### src/rtl/rf_wb_arbiter.sv
// Write-back arbiter and busy-bit scoreboard feeding the register file's single write port.
// Define RF_WB_RR_EN for round-robin arbitration; otherwise LSU has fixed priority over EXU.
module rf_wb_arbiter #(
   parameter int ADDR_WIDTH = 5,
   parameter int DATA_WIDTH = 32
) (
   input  logic                  clk,
   input  logic                  rst,
   input  logic                  iss_valid,
   input  logic [ADDR_WIDTH-1:0] iss_rd,
   output logic                  iss_ready,
   input  logic [ADDR_WIDTH-1:0] rs1_addr,
   input  logic [ADDR_WIDTH-1:0] rs2_addr,
   output logic                  raw_hazard,
   input  logic                  exu_valid,
   input  logic [ADDR_WIDTH-1:0] exu_rd,
   input  logic [DATA_WIDTH-1:0] exu_data,
   output logic                  exu_ready,
   input  logic                  lsu_valid,
   input  logic [ADDR_WIDTH-1:0] lsu_rd,
   input  logic [DATA_WIDTH-1:0] lsu_data,
   output logic                  lsu_ready,
   output logic                  rf_wen,
   output logic [ADDR_WIDTH-1:0] rf_waddr,
   output logic [DATA_WIDTH-1:0] rf_wdata
);

   localparam int NUM_REGS = 2 ** ADDR_WIDTH;

   logic [NUM_REGS-1:0]   busy_q, busy_d;
   logic                  rf_wen_q, rf_wen_d;
   logic [ADDR_WIDTH-1:0] rf_waddr_q, rf_waddr_d;
   logic [DATA_WIDTH-1:0] rf_wdata_q, rf_wdata_d;
   logic                  exu_grant, lsu_grant;
   logic [ADDR_WIDTH-1:0] win_rd;
   logic [DATA_WIDTH-1:0] win_data;

`ifdef RF_WB_RR_EN
   // Pointer: 0 favours EXU, 1 favours LSU on contention
   logic ptr_q, ptr_d;

   always_comb begin
      exu_grant = exu_valid && (!lsu_valid || !ptr_q);
      lsu_grant = lsu_valid && (!exu_valid || ptr_q);
      ptr_d     = ptr_q;
      if (exu_grant) begin
         ptr_d = 1'b1;
      end else if (lsu_grant) begin
         ptr_d = 1'b0;
      end
   end
`else
   always_comb begin
      lsu_grant = lsu_valid;
      exu_grant = exu_valid && !lsu_valid;
   end
`endif

   assign exu_ready  = exu_grant;
   assign lsu_ready  = lsu_grant;
   assign iss_ready  = !busy_q[iss_rd];
   assign raw_hazard = busy_q[rs1_addr] | busy_q[rs2_addr];

   always_comb begin
      win_rd   = lsu_grant ? lsu_rd   : exu_rd;
      win_data = lsu_grant ? lsu_data : exu_data;
   end

   // The output stage drains every cycle; addr/data hold when nothing is granted
   always_comb begin
      rf_wen_d   = 1'b0;
      rf_waddr_d = rf_waddr_q;
      rf_wdata_d = rf_wdata_q;
      if (exu_grant || lsu_grant) begin
         rf_wen_d   = (win_rd != '0);
         rf_waddr_d = win_rd;
         rf_wdata_d = win_data;
      end
   end

   // Clear happens on the same edge the register file captures; a same-index set wins
   always_comb begin
      busy_d = busy_q;
      if (rf_wen_q) begin
         busy_d[rf_waddr_q] = 1'b0;
      end
      if (iss_valid && iss_ready && (iss_rd != '0)) begin
         busy_d[iss_rd] = 1'b1;
      end
      busy_d[0] = 1'b0;
   end

   always_ff @(posedge clk) begin
      if (rst) begin
         busy_q     <= '0;
         rf_wen_q   <= 1'b0;
         rf_waddr_q <= '0;
         rf_wdata_q <= '0;
`ifdef RF_WB_RR_EN
         ptr_q      <= 1'b0;
`endif
      end else begin
         busy_q     <= busy_d;
         rf_wen_q   <= rf_wen_d;
         rf_waddr_q <= rf_waddr_d;
         rf_wdata_q <= rf_wdata_d;
`ifdef RF_WB_RR_EN
         ptr_q      <= ptr_d;
`endif
      end
   end

   assign rf_wen   = rf_wen_q;
   assign rf_waddr = rf_waddr_q;
   assign rf_wdata = rf_wdata_q;

endmodule

### config.mk
export PLATFORM = sky130hd
export DESIGN_NAME = rf_wb_arbiter
export DESIGN_NICKNAME = d
export VERILOG_FILES = /design/src/rtl/rf_wb_arbiter.sv
export SDC_FILE = /design/constraint.sdc
export NUM_CORES = 1
export LEC_CHECK = 0
export CAP_MARGIN = 10
export CORE_MARGIN = 5
export CORE_UTILIZATION = 42
export DETAILED_ROUTE_END_ITERATION = 10
export PLACE_DENSITY = 0.78
export SLEW_MARGIN = 10
export SYNTH_ARGS = -nofsm -noshare
export SYNTH_HDL_FRONTEND = slang
export SYNTH_SLANG_ARGS = --single-unit
### constraint.sdc
create_clock -name clk -period 2.05 [get_ports clk]
set_input_delay 0.41 -clock clk [delete_from_list [all_inputs] [get_ports clk]]
set_output_delay 0.41 -clock clk [all_outputs]
set_load 0.01 [all_outputs]
==> impl_metrics.csv <==
group,metric,value,unit
outcome,status,"finished, violations left",
outcome,violations,"setup timing",
route,first_pass_iters,6,
critical_path,slowest_delay,0.45,ns
clock_network,cts_tree,"built",
global_routing,grt_pass1_wl,22.7,mm
route,detail_route.wl_per_cell,18.6,um
pwr,comb_power_share,0.227,
timing,tightestPinTransition,0.683,ns
pwr,power_density,550,nW/um^2
critical_path,end_kind,"primary output",
global_routing,grt_remaining_overflow,0,
pwr,clock_power_share,0.346,
global_routing,grt_pass1_vias,4525,
yosys,synth_ff_type,"dfxtp_1",
die,io_pins,136,
timing,hold_viol,0,
critical_path,critPathRequiredTime,1.64,ns
route,routed_via_density,5.67,
global_routing,grt-busiest-layer,"met2",
clock_network,cts-root-buf,"clkbuf_8",
yosys,synth_cell_type_count,46,
worst_hold_path,hp-start,"lsu_valid",
global_routing,met1_usage,0.301,
critical_path,worst-path-max-fanout,2,
timing,max_clock_freq,414,MHz
route,drc,0,
run,cap_violations,0,
clock_network,cts_hold_buffers,0,
yosys,avgSynthCellArea,8.71,sq um
critical_path,path_depth,6,
timing,final.setup_skew,0.00560,ns
clock_network,clk_path_buf_depth,2,
pwr,p_leak,2.41,nW
pwr,vdd_drop_max,378,uV
critical_path,worst-path-buf-inv,1,
timing,period_needed,2.41,ns
finish,syn_to_final_growth,53.7,%
place,dp_hpwl,10.5,mm
global_routing,grt_use_met2,0.395,
yosys,syn-num-nets,553,
critical_path,cp_top_family,"multiplexers",
pwr,power,3.38,mW
clock_network,numCtsBuffers,9,
place,io_buffers,135,
worst_hold_path,min_path_cells,4,
route,drt-initial-drc-count,374,
timing,fin_crit_sh,1.18,
die,start_util,0.431,
timing,rsz0062_at_grt,"true",
clock_network,clk_pin_slew,0.07,ns
pwr,power.share.sequential,0.427,
timing,finalWorstSetupSlack,-0.364,ns
yosys,yosys_register_bits,69,
critical_path,rr_worst_depth,7,
route,via_count,4337,
route,wl,14.2,mm
critical_path,slowest_stage,"mux4_2",
global_routing,antenna_found_initial,0,
place,dp_slack,-1.23,ns
critical_path,path_cells,"mux4_2, and4b_4, a2111oi_4, nand2_1, nor2_2, buf_2",
finish,drive_gt1_frac,0.215,
global_routing,grtUsageTotal,0.248,
critical_path,arrival,2.00,ns
yosys,synth_warnings,0,
global_routing,grt_max_degree,77,
pwr,p_switching,0.876,mW
yosys,synth_seq_area_share,0.345,
critical_path,worstSetupPathType,"flip-flop to primary output",
critical_path,critical_path.startpoint,"busy_q[23]",
die,dieArea,11600,sq um
yosys,synthCells,459,
finish,fin_nets,725,
die,die_height,108,um
critical_path,cp-start-kind,"flip-flop",
clock_network,clkLatencyLatePin,0.34,ns
critical_path,r2r_start,"busy_q[11]",
timing,finalSetupViolCount,3,
die,die_w,108,um
timing,slew-limit-headroom,0.544,
route,antenna_left,0,
yosys,async_flop_share,0,
die,num_rows,35,
yosys,netlist_area,4000,sq um
pwr,p_int,2.50,mW
timing,report.final.slew_viol_count,0,
global_routing,use_met3,0.0876,
yosys,synth_edf_count,0,
clock_network,cts_num_sinks,69,
clock_network,cts.htree.levels,3,
pwr,p_sw_frac,0.259,
place,gp_congestion,0.992,
die,core,9280,sq um
worst_hold_path,min_path_type,"primary input to flip-flop",
finish,diodes,0,
## cell families (layout without fill, tap and decap cells)
| kind of cell | count (synthesis) | count (layout) | synth area share |
|---|---|---|---|
| AOI/OAI and AO/OA | 107 | 107 | 0.164 |
| buffers and inverters | 44 | 220 | 0.0450 |
| DFF | 69 | 69 | 0.345 |
| muxes | 64 | 64 | 0.221 |
| and+or+nand+nor | 175 | 176 | 0.225 |
## worst min-delay path, cell delays in order
cell and delay (ns):
buf_2 0.10, nor2b_1 0.08, a21oi_1 0.13, nor3_1 0.06
## synthesized netlist by cell type, drive strengths merged (2+ instances only)
master / n / area (sq um)
mux2: 3 / 33.8
or3b: 2 / 17.5
nand2: 13 / 48.8
mux2i: 42 / 420
o32ai: 4 / 35.0
inv: 8 / 30.0
nand2b: 7 / 43.8
nor4: 4 / 25.0
mux4: 19 / 428
nor2b: 19 / 119
or4: 3 / 22.5
nor3b: 7 / 52.6
nand4: 3 / 18.8
nand3b: 13 / 101
a2111oi: 4 / 53.8
nor2: 81 / 304
clkbuf: 26 / 97.6
nor3: 5 / 25.0
dfxtp: 69 / 1380
o31ai: 8 / 60.1
nand3: 10 / 50.1
a21oi: 45 / 225
a21boi: 2 / 15.0
o41ai: 4 / 50.1
buf: 10 / 52.6
and4b: 2 / 23.8
o21ai: 34 / 170
## final timing paths
path	slack, ns	endpoint
worst max register to register	-0.02	busy_q[15]
worst min register to register	0.55	busy_q[6]
worst max-delay path	-0.36	iss_ready
worst min-delay path	0.48	rf_wen
## sequential cells by signal, summed over array words and instances, names as in the netlist
name,count
busy_q,31
rf_wen,1
rf_wdata,32
rf_waddr,5
## metrics by stage
step	utilization	area (sq um)	TNS, ns	hold slack (ns)	cells
after floorplan	-	4010	-0.0737	0.470	459
after global placement	0.625	5800	-22.48	0.527	744
after detailed placement	0.625	5800	-23.87	0.529	744
after CTS	0.656	6090	-0.762	0.478	765
after global routing	0.662	6150	-1.69	0.533	765
final	0.662	6150	-0.732	0.482	765
## cell type report
type                            count  area (sq um)
Clock buffer                       11           131
Clock inverter                      5          75.1
Fill cell                         761          3140
Inverter                            8          30.0
Multi-Input combinational cell    347          2560
Sequential cell                    69          1390
Tap cell                          129           161
Timing Repair Buffer              196          1810
## per-layer routing
metal / routed length, um / vias to the layer above
met5: 0 / -
met4: 395 / 0
met3: 1560 / 36
met2: 6690 / 254
met1: 5570 / 2029
li1: - / 2018
## power by group through the flow
stage | logic (mW) | clock network, mW | registers [mW]
floorplan | 0.303 | 0 | 1.48
CTS | 0.754 | 1.18 | 1.44
global route | 0.827 | 1.24 | 1.45
finish | 0.767 | 1.17 | 1.44
detailed placement | 0.746 | 0 | 1.47
global placement | 0.733 | 0 | 1.47
## cell usage in the layout, fill, tap and decap left out, types with 8 or more instances in the layout
master           netlist  routed
clkdlybuf4s50_1        0     117
nor2_1                81      80
dfxtp_1               69      64
buf_4                  1      54
a21oi_1               45      45
mux2i_1               42      42
o21ai_0               34      30
nor2b_1               19      19
mux4_2                19      19
nand2_1               13      13
nand3b_1              12      12
nand3_1               10      10
clkbuf_8               0       9
inv_1                  8       8
dlygate4sd2_1          0       8
## what timing repair did
| action | in CTS | in global routing |
|---|---|---|
| gates resized for setup | 55 | 13 |
| endpoints found under the setup margin | 29 | 22 |
| pin swaps | 8 | 4 |
| cloned | 1 | 0 |
| setup buffers | 4 | 0 |
Power figures use the tool's default switching activity.
